<file path="src/rtl/branch_seq_ctrl_if.sv">
// Branch controller bus: fetch handshake,
// RegFile/ALU control and commit outputs.
interface branch_seq_ctrl_if #(
  parameter int CNT_W = 8
);
  logic             instr_valid;
  logic             instr_ready;
  logic [31:0]      instruction;
  logic [4:0]       rs_addr;
  logic [4:0]       rt_addr;
  logic [3:0]       alu_op;
  logic             alu_zero;
  logic [31:0]      pc;
  logic             done;
  logic             branch_taken;
  logic [CNT_W-1:0] taken_count;

  modport master (
    output instr_valid,
    output instruction,
    output alu_zero,
    input  instr_ready,
    input  rs_addr,
    input  rt_addr,
    input  alu_op,
    input  pc,
    input  done,
    input  branch_taken,
    input  taken_count
  );

  modport slave (
    input  instr_valid,
    input  instruction,
    input  alu_zero,
    output instr_ready,
    output rs_addr,
    output rt_addr,
    output alu_op,
    output pc,
    output done,
    output branch_taken,
    output taken_count
  );
endinterface

</file>
<file path="src/rtl/branch_seq_ctrl.sv">
// Multi-cycle beq/bne sequencer that drives the
// RegFile/ALU compare and owns the program counter.
module branch_seq_ctrl #(
  parameter logic [31:0] PC_RESET = 32'h0000_0000,
  parameter logic [3:0]  SUB_OP   = 4'b0110,
  parameter logic [3:0]  IDLE_OP  = 4'b0000,
  parameter int          CNT_W    = 8
) (
  input  logic              clk,
  input  logic              rst,
  branch_seq_ctrl_if.slave  bus
);

  localparam logic [5:0] OPC_BEQ = 6'b000100;
  localparam logic [5:0] OPC_BNE = 6'b000101;

  typedef enum logic [1:0] {
    S_IDLE,
    S_READ,
    S_CMP,
    S_UPD
  } state_t;

  state_t           r_state;
  state_t           w_next;
  logic [31:0]      r_instr;
  logic [31:0]      r_pc;
  logic [31:0]      r_target;
  logic             r_res_tk;
  logic             r_done;
  logic             r_taken;
  logic [CNT_W-1:0] r_cnt;

  logic             w_accept;
  logic             w_tk;
  logic [5:0]       w_opc;
  logic [31:0]      w_seq;
  logic [31:0]      w_imm;
  logic [31:0]      w_target;

  assign w_opc    = r_instr[31:26];
  assign w_seq    = r_pc + 32'd4;
  assign w_imm    = {{14{r_instr[15]}},
                     r_instr[15:0], 2'b00};
  assign w_target = w_seq + w_imm;
  assign w_accept = (r_state == S_IDLE)
                  && bus.instr_valid;

  assign bus.pc           = r_pc;
  assign bus.done         = r_done;
  assign bus.branch_taken = r_taken;
  assign bus.taken_count  = r_cnt;

  // state register
  always_ff @(posedge clk) begin
    if (!rst) r_state <= S_IDLE;
    else      r_state <= w_next;
  end

  // next state and per-state control outputs
  always_comb begin
    w_next          = r_state;
    bus.instr_ready = 1'b0;
    bus.rs_addr     = 5'd0;
    bus.rt_addr     = 5'd0;
    bus.alu_op      = IDLE_OP;
    unique case (r_state)
      S_IDLE: begin
        bus.instr_ready = 1'b1;
        if (bus.instr_valid) w_next = S_READ;
      end
      S_READ: begin
        bus.rs_addr = r_instr[25:21];
        bus.rt_addr = r_instr[20:16];
        w_next      = S_CMP;
      end
      S_CMP: begin
        bus.rs_addr = r_instr[25:21];
        bus.rt_addr = r_instr[20:16];
        bus.alu_op  = SUB_OP;
        w_next      = S_UPD;
      end
      S_UPD: begin
        w_next = S_IDLE;
      end
    endcase
  end

  // branch resolution from opcode and zero flag
  always_comb begin
    w_tk = 1'b0;
    unique case (1'b1)
      (w_opc == OPC_BEQ): w_tk = bus.alu_zero;
      (w_opc == OPC_BNE): w_tk = !bus.alu_zero;
      default:            w_tk = 1'b0;
    endcase
  end

  // latch, resolve and commit datapath
  always_ff @(posedge clk) begin
    if (!rst) begin
      r_instr  <= 32'd0;
      r_pc     <= PC_RESET;
      r_target <= 32'd0;
      r_res_tk <= 1'b0;
      r_done   <= 1'b0;
      r_taken  <= 1'b0;
      r_cnt    <= '0;
    end else begin
      r_done  <= 1'b0;
      r_taken <= 1'b0;
      if (w_accept) r_instr <= bus.instruction;
      if (r_state == S_CMP) begin
        r_res_tk <= w_tk;
        r_target <= w_target;
      end
      if (r_state == S_UPD) begin
        r_pc    <= r_res_tk ? r_target : w_seq;
        r_done  <= 1'b1;
        r_taken <= r_res_tk;
        if (r_res_tk && (r_cnt != '1))
          r_cnt <= r_cnt + CNT_W'(1);
      end
    end
  end

endmodule

</file>
<file path="src/flat_wrapper.sv">
// flat-port wrapper written by rule: the top's interface ports become plain ports
module branch_seq_ctrl_flat 
#(
  parameter logic [31:0] PC_RESET = 32'h0000_0000,
  parameter logic [3:0]  SUB_OP   = 4'b0110,
  parameter logic [3:0]  IDLE_OP  = 4'b0000,
  parameter int          CNT_W    = 8
)
  (clk, rst, bus_instr_valid, bus_instruction, bus_alu_zero, bus_instr_ready, bus_rs_addr, bus_rt_addr, bus_alu_op, bus_pc, bus_done, bus_branch_taken, bus_taken_count);
  branch_seq_ctrl_if #(.CNT_W(CNT_W)) bus_i ();
  input  logic clk;
  input  logic rst;
  input wire logic [$bits(bus_i.instr_valid)-1:0] bus_instr_valid;
  input wire logic [$bits(bus_i.instruction)-1:0] bus_instruction;
  input wire logic [$bits(bus_i.alu_zero)-1:0] bus_alu_zero;
  output wire logic [$bits(bus_i.instr_ready)-1:0] bus_instr_ready;
  output wire logic [$bits(bus_i.rs_addr)-1:0] bus_rs_addr;
  output wire logic [$bits(bus_i.rt_addr)-1:0] bus_rt_addr;
  output wire logic [$bits(bus_i.alu_op)-1:0] bus_alu_op;
  output wire logic [$bits(bus_i.pc)-1:0] bus_pc;
  output wire logic [$bits(bus_i.done)-1:0] bus_done;
  output wire logic [$bits(bus_i.branch_taken)-1:0] bus_branch_taken;
  output wire logic [$bits(bus_i.taken_count)-1:0] bus_taken_count;
  assign bus_i.instr_valid = bus_instr_valid;
  assign bus_i.instruction = bus_instruction;
  assign bus_i.alu_zero = bus_alu_zero;
  assign bus_instr_ready = bus_i.instr_ready;
  assign bus_rs_addr = bus_i.rs_addr;
  assign bus_rt_addr = bus_i.rt_addr;
  assign bus_alu_op = bus_i.alu_op;
  assign bus_pc = bus_i.pc;
  assign bus_done = bus_i.done;
  assign bus_branch_taken = bus_i.branch_taken;
  assign bus_taken_count = bus_i.taken_count;
  branch_seq_ctrl #(.PC_RESET(PC_RESET), .SUB_OP(SUB_OP), .IDLE_OP(IDLE_OP), .CNT_W(CNT_W)) u_core (.clk(clk), .rst(rst), .bus(bus_i));
endmodule
</file>
<file path="config.mk">
export PLATFORM = sky130hd
export DESIGN_NAME = branch_seq_ctrl_flat
export DESIGN_NICKNAME = d
export VERILOG_FILES = /design/src/rtl/branch_seq_ctrl_if.sv /design/src/rtl/branch_seq_ctrl.sv /design/src/flat_wrapper.sv
export SDC_FILE = /design/constraint.sdc
export NUM_CORES = 1
export LEC_CHECK = 0
export BUFFER_PORTS_ARGS = -buffer_cell sky130_fd_sc_hd__buf_2
export CAP_MARGIN = 30
export CORE_MARGIN = 2
export CORE_UTILIZATION = 53
export CTS_BUF_LIST = sky130_fd_sc_hd__clkbuf_8 sky130_fd_sc_hd__clkbuf_16
export DETAILED_ROUTE_END_ITERATION = 12
export GPL_TIMING_DRIVEN = 0
export PLACE_DENSITY = 0.82
export SYNTH_ARGS = -nofsm -noshare
export SYNTH_HDL_FRONTEND = slang
export SYNTH_SLANG_ARGS = --single-unit
</file>
<file path="constraint.sdc">
create_clock -name clk -period 3.5 [get_ports clk]
set_clock_uncertainty 0.2 [all_clocks]
set_input_delay 0.35 -clock clk [delete_from_list [all_inputs] [get_ports clk]]
set_output_delay 0.35 -clock clk [all_outputs]
set_load 0.1 [all_outputs]
</file>
; ---- Yosys cells after proc, flatten, opt, wreduce, memory -nomap -nowiden
; Index checks and enable logic that the tools add are counted.
[op_classes]
addsub = 3
eq_ne = 7
mux = 9
reduce_logical = 7
[op_table]
columns = operator, n
row1 = $add 32x3->32 const B, 1
row2 = $add 32x32->32, 1
row3 = $mux 32, 1
row4 = $eq 6x3->1 const B, 2
row5 = $mux 5, 2
row6 = $add 8x1->8 const B, 1
row7 = $ne 8x8->1 const B, 1
row8 = $pmux 2 s4, 1
row9 = $eq 2x2->1 const B, 2
row10 = $reduce_and 2->1, 2
row11 = $mux 3, 1
row12 = $eq 2x1->1 const B, 1
row13 = $logic_and 1x1->1, 2
row14 = $logic_not 2->1, 1
row15 = $mux 1, 2
row16 = $mux 2, 1
row17 = $ne 2x2->1 const B, 1
row18 = $pmux 1 s2, 1
row19 = $reduce_or 2->1, 1
row20 = $logic_not 1->1, 1
[word_totals]
register_bits = 109
inputBits = 36
word_cells = 34

; ---- Logic depth before layout (Yosys ltp)
; Gate-level depths: netlist of run 1.
[logic_depth]
ltp_word = 3
depth_mapped = 17
mapped_depth_nobuf = 14

; ---- Worst setup path before layout of run 1
; Ideal clock, no wire load.
[synth_timing]
path_type = reg2reg
start = reg u_core.r_pc[9] (netlist: u_core.bus.pc[9])
end = reg u_core.r_target[31]
setup_ps = 122
t_arrival_ps = 4112
required_time_ps = 3178
setup_slack_ps = -934
stages_incl_launch_ff = 16
path_buffers = 3
period_less_slack_ps = 4434
cell_sequence = dfxtp_1 buf_2 and4_1 nand4_1 nor2_1 nand2_1 clkbuf_1 o21ai_0 nand2_1 ha_1 clkbuf_1 nand3_1 or4_1 o21ai_0 nor3_1 a221o_1
[synth_between]
elab_chain_cells = 2
[synth_rtl]
columns = item, line_no
row1 = "start, declared", branch_seq_ctrl.sv:27  ; logic [31:0] r_pc;
row2 = "start signal, assigned", branch_seq_ctrl.sv:118  ; r_pc <= r_res_tk ? r_target : w_seq;
row3 = $add 32x3->32, branch_seq_ctrl.sv:42  ; assign w_seq = r_pc + 32'd4;
row4 = $add 32x32->32, branch_seq_ctrl.sv:45  ; assign w_target = w_seq + w_imm;
row5 = "end signal, assigned", branch_seq_ctrl.sv:115  ; r_target <= w_target;
row6 = "end, declared", branch_seq_ctrl.sv:28  ; logic [31:0] r_target;
; No other way between the ends.
; A chain may end at the register's enable or synchronous reset.

; ---- Worst setup path after layout of run 1
[layout_timing]
start = reg u_core.r_pc[6] (netlist: u_core.bus.pc[6])
end = reg u_core.r_target[31]
; The elaborated chain is that of the path after synthesis.

==> summary.txt, run 1 <==
Status -> finished, violations left
Failing checks -> negative setup slack
CP Data Required Time -> 3.56 ns
Fin. max-slew vios -> 0
Worst hold slack -> 0.0245 ns
Synth Area in Adders -> 7.67%
Yosys reg bits -> 109
Seq/Total Area, Yosys -> 31.4%
First drt pass iteration count -> 5
Worst Path Class, Setup -> register to register
Synth Area in Simple Gates -> 25.0%
Number of routed nets with antenna violations -> 0
Maximum number of pins on one net before global-route repair -> 20
Max_slew headroom -> 37.4%
Layout cells sized above 1 -> 25.3%
Commonest non-fill, non-tap cells in the layout -> nand2_1 (117), buf_2 (91), dfxtp_1 (87), buf_4 (51), a21boi_0 (42)
Die height -> 118 um
N_diodes -> 0
Final hold vios -> 0
Clk slew on worst S/H paths -> 0.08 ns
RSZ-0062 raised after global routing -> true
Max clock buf depth -> 2
Die area -> 0.0140 mm^2
DRC viols -> 0
Area delta synth->final -> 25.2%
TritonCTS Sinks -> 109
Fin Setup TNS -> -0.00741 ns
First-pass GRT wire length -> 32.9 mm
H-tree levels -> 3
Initial antenna violation count -> 0
Average routed wire per standard cell -> 18.4 um
Detail Placement HPWL -> 14.8 mm
Fin nets -> 1072
Synth warnings -> 0
EDFF count, synth -> 0
Cell Rows -> 41
Drt total wl -> 21.6 mm
Startpoint Class -> register
Root Driver -> clkbuf_16
Setup ws final -> -0.00741 ns
Leak Pwr -> 3.54 nW
Syn Inst Count -> 852
Routed vias/inst -> 6.01
Starting Density -> 54.6%
Post-synthesis compound-gate area fraction -> 20.3%
Total grt overflow -> 0
Average size of a mapped cell -> 8.15 um^2
Power Density -> 480 mW/mm^2
Asr flop ratio synth -> 0%
CTS tree -> done
Total vias in the final route -> 7041
Post-synthesis xor/xnor area fraction -> 5.80%
Yosys cell types -> 58
Commonest non-fill, non-tap cell in the layout -> nand2_1
Critical path fanouts, max -> 6
Synth Flop Type -> dfxtp_1
Num ports -> 93
CTS buffer count -> 9
Worst Path Arrival -> 3.56 ns
Final Wtd Congestion -> 0.924
Vias in the first global route -> 6565
Core Box Area -> 0.0127 mm^2
Worst vdd ir -> 0.687 mV
Worst Tran Pin Value -> 0.940 ns
Detailed Route Iter0 Violations -> 682
Clk_lat worst skew -> 0.37 ns
Post-CTS Hold Buffers -> 0
Max cap viols -> 0
Mux share of post-synthesis cell area -> 4.83%
Final min period -> 3.51 ns
Endpoints failing setup -> 1
I/O Buffers -> 89
Max Fclk -> 0.285 GHz
Die width -> 118 um
CP Capture Type -> register
GRT Overall Usage -> 29.6%
Final critical-path share of the clock period -> 100%
Worst hold path class -> primary input to register
Synth Cell Area -> 0.00695 mm^2
Largest family of logic cells by synthesized area -> simple AND/OR/NAND/NOR gates
-- report_power, final --
part           leakage (nW)  internal (mW)  switching, mW
sequential            0.899           1.38          0.143
combinational          2.51          0.492           1.16
clock                 0.138          0.487          0.509
total                  3.54           2.36           1.81
-- cell usage after synthesis, types with 4 or more instances --
master    count  area (um^2)
or3_1        11         68.8
o31ai_1       4         30.0
nand3_1      30          150
buf_4         6         45.0
o21bai_1     12         90.1
nor3_1        8         40.0
and4_1        8         70.1
a22o_1        4         35.0
a21o_1       10         75.1
nand2_1     120          450
mux2i_1      29          290
a211oi_1      5         37.5
nand3b_1     18          135
a31oi_1       4         25.0
o211ai_1     14          105
a21oi_1      42          210
o21ai_0      35          175
xnor2_1      32          280
nand2b_1      8         50.1
a221oi_1      9         78.8
or4_1         6         45.0
inv_1        23         86.3
ha_1         41          513
o21a_1        9         67.6
nand4_1      24          150
and3_1        7         43.8
and2_1       21          131
clkbuf_1     45          169
nor2_1       30          113
nor2b_1      29          181
xor2_1       14          123
a21boi_0     42          315
mux2_2        4         45.0
dfxtp_1     109         2180
-- layout make-up --
class	instances	area (um^2)
fillers	1058	4030
well taps	172	215
flip-flops and latches	109	2240
plain buffers	52	259
multi-input cells	663	4810
clock buffers	9	225
inverters	23	86.3
clock inverters	7	48.8
repair buffers	136	802
-- timing repair --
| item | 4_1_cts | 5_1_grt |
|---|---|---|
| resized for setup | 34 | 43 |
| pin swaps | 13 | 23 |
| buffers inserted | 33 | 14 |
| endpoints found under the setup margin | 12 | 15 |
| cloned | 0 | 0 |
-- registers in the layout (all words and copies together) (netlist names) --
name and cells:
u_core.bus.pc 32, u_core.r_instr 32, u_core.r_target 32, u_core.bus.taken_count 8
u_core.r_state 2, u_core.bus.branch_taken 1, u_core.bus.done 1, u_core.r_res_tk 1
-- logic make-up (layout without fill, tap and decap cells) --
group,after synthesis,in the layout
AO/OA/AOI/OAI,209,209
XOR/XNOR,46,46
adder cells (fa/ha/maj),42,42
buffers and inverters,81,227
flip-flops,109,109
multiplexers,33,33
other,1,2
AND/OR/NAND/NOR,331,331
-- critical path, cell delays in order (launching register included) --
cell	delay [ns]
dfxtp_4	0.35
and4_1	0.19
buf_6	0.14
nand4_4	0.15
buf_4	0.19
xnor2_1	0.20
ha_1	0.33
o21ai_1	0.26
o21bai_1	0.16
a21oi_2	0.26
o211a_4	0.24
o21ai_2	0.08
o311a_2	0.36
a221o_1	0.26
-- metal layers --
metal	routed length, um	part of all wire, %	track usage [%]
met1	8920	41	36.8
met3	1870	8.6	7.58
met4	1030	4.8	14.4
met2	9760	45	47.7
met5	0	0	0
-- final timing paths --
check / start / endpoint / slack [ns] / cells past startpoint
max: u_core.bus.pc[6] / u_core.r_target[31] / -0.007 / 13
min: bus_instruction[17] / u_core.r_instr[17] / 0.02 / 3
max reg2reg: u_core.bus.pc[6] / u_core.r_target[31] / -0.007 / 13
min reg2reg: u_core.r_instr[17] / u_core.r_instr[17] / 0.26 / 2
-- through the flow --
step | utilization (%) | power, mW | cells | area [um^2] | setup WS (ns)
finish | 68.4 | 4.17 | 1171 | 8700 | -0.00741
global route | 68.4 | 4.35 | 1171 | 8700 | -0.0710
CTS | 66.0 | 4.09 | 1161 | 8400 | 0.000910
detailed placement | 60.9 | 3.09 | 1114 | 7740 | -0.462
global placement | 60.9 | 3.06 | 1114 | 7740 | -0.452
floorplan | - | 2.73 | 853 | 7080 | -0.135
(Power assumes the default switching activity.)
==> run 2, diff against run 1 <==
--- a/config.mk
+++ b/config.mk
@@ -12,7 +12,8 @@
 export CTS_BUF_LIST = sky130_fd_sc_hd__clkbuf_8 sky130_fd_sc_hd__clkbuf_16
 export DETAILED_ROUTE_END_ITERATION = 12
 export GPL_TIMING_DRIVEN = 0
-export PLACE_DENSITY = 0.82
+export PLACE_DENSITY = 0.78
+export REMOVE_ABC_BUFFERS = 1
 export SYNTH_ARGS = -nofsm -noshare
 export SYNTH_HDL_FRONTEND = slang
 export SYNTH_SLANG_ARGS = --single-unit
==> summary.txt, run 2 (synthesized netlist as in run 1, its figures left out) <==
GRT Overall Usage -> 24.1% (-5.5 points)
RR Endpoint -> u_core.r_target[31]
Clock share of power -> 26.9% (+3.0 points)
TritonCTS Sinks -> 109 (unchanged)
Worst hold path class -> primary input to register
Worst Path Class, Setup -> register to register
Commonest non-fill, non-tap cells in the layout -> nand2_1 (114), dfxtp_1 (95), buf_2 (89), a21boi_0 (42), buf_4 (40)
Reg area -> 0.00221 mm^2 (-1.6%)
First-pass GRT wire length -> 28.1 mm (-14%)
Cells on worst reg2reg path -> 14 (+1)
Startpoint Class -> register
Sw frac -> 40.4% (-3.0 points)
Status -> finished, violations left
Final Wtd Congestion -> 0.933 (+0.97%)
Endpoints failing setup -> 6 (+5)
Post-CTS Hold Buffers -> 0 (unchanged)
Root Driver -> clkbuf_16
Seq pwr share -> 35.6% (-1.0 points)
Fin. max-slew vios -> 0 (unchanged)
Leak Pwr -> 3.50 nW (-1.1%)
Routed vias/inst -> 5.94 (-1.2%)
Worst hold path depth -> 3 (unchanged)
Max cap viols -> 0 (unchanged)
Worst vdd ir -> 0.469 mV (-32%)
Worst r2r src -> u_core.bus.pc[12]
I/O Buffers -> 90 (+1.1%)
Final critical-path share of the clock period -> 108% (+8.3 points)
CTS tree -> done
CP Data Required Time -> 3.55 ns (about the same)
Power Density -> 496 mW/mm^2 (+3.3%)
CP startpoint -> u_core.bus.pc[12]
Die area -> 0.0140 mm^2 (unchanged)
Drt total wl -> 18.6 mm (-14%)
Initial antenna violation count -> 0 (unchanged)
Total of fill cells in the finished design -> 1031 (-2.6%)
Hold endpoint -> u_core.r_instr[22]
Int Pwr -> 2.56 mW (+8.4%)
First drt pass iteration count -> 6 (+1)
Starting Density -> 54.6% (unchanged)
Num ports -> 93 (unchanged)
Fin Setup TNS -> -0.639 ns (-0.632 ns)
Clk slew on worst S/H paths -> 0.08 ns (about the same)
Area delta synth->final -> 24.7%
Die width -> 118 um (unchanged)
Max_slew headroom -> 8.31% (-29 points)
N_diodes -> 0 (unchanged)
Layout cells sized above 1 -> 26.5% (+1.2 points)
CP Capture Type -> register
Overall Power -> 4.30 mW (+3.0%)
CTS buffer count -> 9 (unchanged)
Area of the multi-input gates -> 0.00492 mm^2 (+2.2%)
R2R setup slack -> -0.30 ns (-0.29 ns)
Max clock buf depth -> 2 (unchanged)
Die height -> 118 um (unchanged)
Min-Delay Startpoint -> bus_instruction[22]
Final hold vios -> 0 (unchanged)
Failing checks -> negative setup slack
Fin nets -> 1023 (-4.6%)
Setup ws final -> -0.297 ns (-0.290 ns)
Worst Path Arrival -> 3.85 ns (+0.29 ns)
Critical path fanouts, max -> 5 (-1)
H-tree levels -> 3 (unchanged)
DRC viols -> 0 (unchanged)
Final min period -> 3.80 ns (+0.290 ns)
Detailed Route Iter0 Violations -> 451 (-34%)
Maximum number of pins on one net before global-route repair -> 79 (+300%)
Detail Placement HPWL -> 11.5 mm (-22%)
Total grt overflow -> 0 (unchanged)
Commonest non-fill, non-tap cell in the layout -> nand2_1
Number of routed nets with antenna violations -> 0 (unchanged)
Core Box Area -> 0.0127 mm^2 (unchanged)
Combinational Power Share -> 37.6% (-1.9 points)
Average routed wire per standard cell -> 16.6 um (-10%)
Vias in the first global route -> 5909 (-10%)
Cell Rows -> 41 (unchanged)
RSZ-0062 raised after global routing -> true
Max Fclk -> 0.263 GHz (-7.6%)
Worst Tran Pin Value -> 1.37 ns (+0.434 ns)
Psw -> 1.74 mW (-4.1%)
Placed insts -> 1062 (-4.7%)
Total vias in the final route -> 6663 (-5.4%)
Finished Layout Cells -> 1122 (-4.2%)
Clk_lat worst skew -> 0.37 ns (about the same)
[run 2: critical path, stage by stage (launching register included)]
cell and delay [ns]:
dfxtp_2 0.36, and4_4 0.27, nand4_1 0.23, buf_4 0.24, nor2_4 0.18, buf_6 0.15
nand3_4 0.10, xnor2_4 0.20, ha_4 0.29, buf_4 0.13, nand4_1 0.19, or4_4 0.57
o21ai_4 0.18, nor3_1 0.08, a221o_1 0.32
[run 2: metrics by stage]
stage	setup WS, ns	utilization, %	instance area, um^2	hold WS, ns
global placement	-0.741	57.9	7360	0.249
global route	-0.323	68.1	8670	0.0231
finish	-0.297	68.1	8670	0.0183
detailed placement	-0.760	58.8	7480	0.251
floorplan	-0.780	-	6700	0.239
CTS	-0.0565	63.2	8040	0.0152
[run 2: worst max-delay path by stage]
stage	endpoint	slack [ns]	cells after the start
floorplan	u_core.r_target[31]	-0.78	13
global placement	u_core.r_target[31]	-0.74	13
detailed placement	u_core.r_target[31]	-0.76	12
CTS	u_core.r_target[31]	-0.06	13
global route	u_core.r_target[31]	-0.32	14
finish	u_core.r_target[31]	-0.30	14
[run 2: area by class of cell]
| type | instances | area share (%) |
|---|---|---|
| multi-input combinational | 664 | 56.8 |
| sequential | 109 | 25.5 |
| timing repair buffer | 138 | 10.3 |
| clock buffer | 9 | 2.60 |
| tap | 172 | 2.48 |
| clock inverter | 7 | 1.31 |
| inverter | 23 | 0.996 |
[run 2: per-layer routing]
metal | vias to the layer above | wire length [um] | track usage (%)
li1 | 3211 | - | -
met1 | 3132 | 7850 | 31.0
met2 | 259 | 8780 | 40.3
met3 | 61 | 1300 | 5.07
met4 | 0 | 667 | 7.81
met5 | - | 0 | 0
[run 2: timing repair]
item / in CTS / in global routing
endpoints found under the setup margin: 14 / 15
hold endpoints to repair: 0 / 0
cloned: 0 / 1
pin swaps: 9 / 43
resized for setup: 53 / 74
buffers inserted: 10 / 32
[run 2: power by group through the flow]
stage / Combinational [mW] / Clock, mW / Sequential, mW
6_report: 1.61 / 1.15 / 1.53
5_1_grt: 1.74 / 1.23 / 1.55
4_1_cts: 1.53 / 1.18 / 1.52
3_5_place_dp: 1.51 / 0 / 1.54
3_3_place_gp: 1.42 / 0 / 1.53
2_1_floorplan: 1.05 / 0 / 1.63
==> run 3, diff against run 2 <==
--- a/config.mk
+++ b/config.mk
@@ -7,12 +7,14 @@
 export LEC_CHECK = 0
 export BUFFER_PORTS_ARGS = -buffer_cell sky130_fd_sc_hd__buf_2
 export CAP_MARGIN = 30
+export CELL_PAD_IN_SITES_DETAIL_PLACEMENT = 1
+export CELL_PAD_IN_SITES_GLOBAL_PLACEMENT = 1
 export CORE_MARGIN = 2
-export CORE_UTILIZATION = 53
+export CORE_UTILIZATION = 39
 export CTS_BUF_LIST = sky130_fd_sc_hd__clkbuf_8 sky130_fd_sc_hd__clkbuf_16
 export DETAILED_ROUTE_END_ITERATION = 12
 export GPL_TIMING_DRIVEN = 0
-export PLACE_DENSITY = 0.78
+export PLACE_DENSITY = 0.77
 export REMOVE_ABC_BUFFERS = 1
 export SYNTH_ARGS = -nofsm -noshare
 export SYNTH_HDL_FRONTEND = slang
==> summary.txt, run 3 (synthesized netlist as in run 1, its figures left out) <==
Most common cell on crit path -> a21o_1
Root Driver -> clkbuf_16
Num ports -> 93 (unchanged)
Fin nets -> 1019 (-0.39%)
Max Fclk -> 0.276 GHz (+4.9%)
Core Box Area -> 0.0174 mm^2 (+36%)
First drt pass iteration count -> 4 (-2)
H-tree levels -> 3 (unchanged)
Vias in the first global route -> 6428 (+8.8%)
Fin Setup TNS -> -0.149 ns (+0.491 ns)
RSZ-0062 raised after global routing -> true
Post-CTS Hold Buffers -> 0 (unchanged)
Cells along the critical path -> and4_4 > nand4_1 > buf_6 > nor2_4 > buf_12 > nand3_2 > xnor2_2 > ha_4 > a21o_1 > a21o_1 > a21o_1 > nand2_1 > a21oi_1 > o311a_4 > a221o_1
Commonest non-fill, non-tap cells in the layout -> nand2_1 (118), dfxtp_1 (93), buf_2 (89), a21boi_0 (42), buf_4 (37)
Max clock buf depth -> 2 (unchanged)
Endpoints failing setup -> 2 (-4)
N_diodes -> 0 (unchanged)
Layout cells sized above 1 -> 26.1% (-0.42 points)
Detail Placement HPWL -> 14.0 mm (+21%)
Worst Tran Pin Value -> 1.41 ns (+0.0390 ns)
Maximum number of pins on one net before global-route repair -> 66 (-16%)
Cell Rows -> 48 (+17%)
TritonCTS Sinks -> 109 (unchanged)
Average routed wire per standard cell -> 18.2 um (+9.8%)
Critical path fanouts, max -> 5 (unchanged)
Fin. max-slew vios -> 0 (unchanged)
CP Data Required Time -> 3.55 ns (about the same)
Overall Power -> 4.27 mW (-0.48%)
Area delta synth->final -> 24.9%
CP Capture Type -> register
Die height -> 137 um (+16%)
CTS buffer count -> 9 (unchanged)
Final hold vios -> 0 (unchanged)
Total grt overflow -> 0 (unchanged)
Number of routed nets with antenna violations -> 0 (unchanged)
Worst vdd ir -> 0.364 mV (-22%)
First-pass GRT wire length -> 32.5 mm (+16%)
Final min period -> 3.62 ns (-0.176 ns)
Routed vias/inst -> 5.60 (-5.7%)
Detailed Route Iter0 Violations -> 341 (-24%)
Max_slew headroom -> 5.71% (-2.6 points)
WP buf/inv -> 2 (-1)
Die area -> 0.0189 mm^2 (+35%)
Leak Pwr -> 3.46 nW (-1.3%)
Startpoint Class -> register
Commonest non-fill, non-tap cell in the layout -> nand2_1
Total vias in the final route -> 6559 (-1.6%)
Total of fill cells in the finished design -> 2037 (+98%)
Failing checks -> negative setup slack
Drt total wl -> 21.3 mm (+15%)
DRC viols -> 0 (unchanged)
CP delay by family, top -> compound AO/OA/AOI/OAI gates
Worst hold slack -> 0.0215 ns (+0.00323 ns)
Status -> finished, violations left
GRT Overall Usage -> 21.7% (-2.3 points)
Worst Path Class, Setup -> register to register
Power Density -> 493 mW/mm^2 (-0.64%)
Die width -> 137 um (+16%)
Worst hold path class -> primary input to register
Initial antenna violation count -> 0 (unchanged)
Max cap viols -> 0 (unchanged)
Starting Density -> 40.0% (-15 points)
Crit-path slowest cell -> dfxtp_4
Final critical-path share of the clock period -> 103% (-5.0 points)
Final Wtd Congestion -> 0.881 (-5.5%)
Clk_lat worst skew -> 0.37 ns (about the same)
Setup ws final -> -0.121 ns (+0.176 ns)
Max incr delay on CP -> 0.38 ns (-0.19 ns)
CTS tree -> done
Clk slew on worst S/H paths -> 0.08 ns (about the same)
Dpl ws -> -1.02 ns (-0.256 ns)
I/O Buffers -> 90 (unchanged)
Worst Path Arrival -> 3.67 ns (-0.18 ns)
run 3: changes by cell type in the layout (fill, tap and decap cells not counted), sizes merged:
cell | before | now
bufinv | 2 | 1
clkinvlp | 0 | 1
buf | 138 | 135
nand2 | 121 | 120
run 3: worst reg2reg max path, cell delays in order (launching register included):
cell     delay [ns]
dfxtp_4        0.38
and4_4         0.28
nand4_1        0.11
buf_6          0.17
nor2_4         0.23
buf_12         0.15
nand3_2        0.09
xnor2_2        0.29
ha_4           0.27
a21o_1         0.16
a21o_1         0.18
a21o_1         0.20
nand2_1        0.07
a21oi_1        0.09
o311a_4        0.35
a221o_1        0.27
run 3: worst paths after layout:
| check | endpoint | from | slack, ns | depth (start not counted) |
|---|---|---|---|---|
| worst min register to register | u_core.r_instr[24] | u_core.r_instr[24] | 0.26 | 2 |
| worst max-delay path | u_core.r_target[31] | u_core.bus.pc[9] | -0.12 | 15 |
| worst min-delay path | u_core.r_instr[24] | bus_instruction[24] | 0.02 | 3 |
| worst max register to register | u_core.r_target[31] | u_core.bus.pc[9] | -0.12 | 15 |
run 3: layout make-up:
type	count	area, um^2	area share [%]
Clock inverter	7	81.3	0.937
Clock buffer	9	225	2.59
Sequential cell	109	2220	25.5
Tap cell	225	282	3.24
Inverter	23	86.3	0.995
Multi-Input combinational cell	663	4880	56.3
Timing Repair Buffer	135	903	10.4
run 3: per-layer routing:
| metal | part of all wire [%] | track usage [%] | vias to the layer above |
|---|---|---|---|
| met5 | 0 | 0 | - |
| met1 | 44 | 27.5 | 3215 |
| met2 | 50 | 36.8 | 109 |
| met4 | 2.2 | 7.79 | 0 |
| met3 | 3.1 | 4.16 | 30 |
| li1 | - | - | 3205 |
run 3: per-stage QoR:
step,std cells,area [um^2],utilization (%)
after floorplan,795,6700,-
after global placement,1110,7430,42.8
after detailed placement,1117,7590,43.7
after CTS,1145,8150,47.0
after global routing,1171,8680,50.0
final,1171,8680,50.0
run 3: timing repair:
item | 4_1_cts | 5_1_grt
cloned | 0 | 0
endpoints found under the setup margin | 15 | 16
gates resized for setup | 58 | 70
buffers inserted | 12 | 26
pin swaps | 9 | 33
run 3: where the power goes:
part	internal, mW	total [mW]	leakage, nW	switching, mW
combinational	0.533	1.64	2.41	1.11
sequential	1.39	1.54	0.894	0.148
clock	0.569	1.10	0.151	0.530
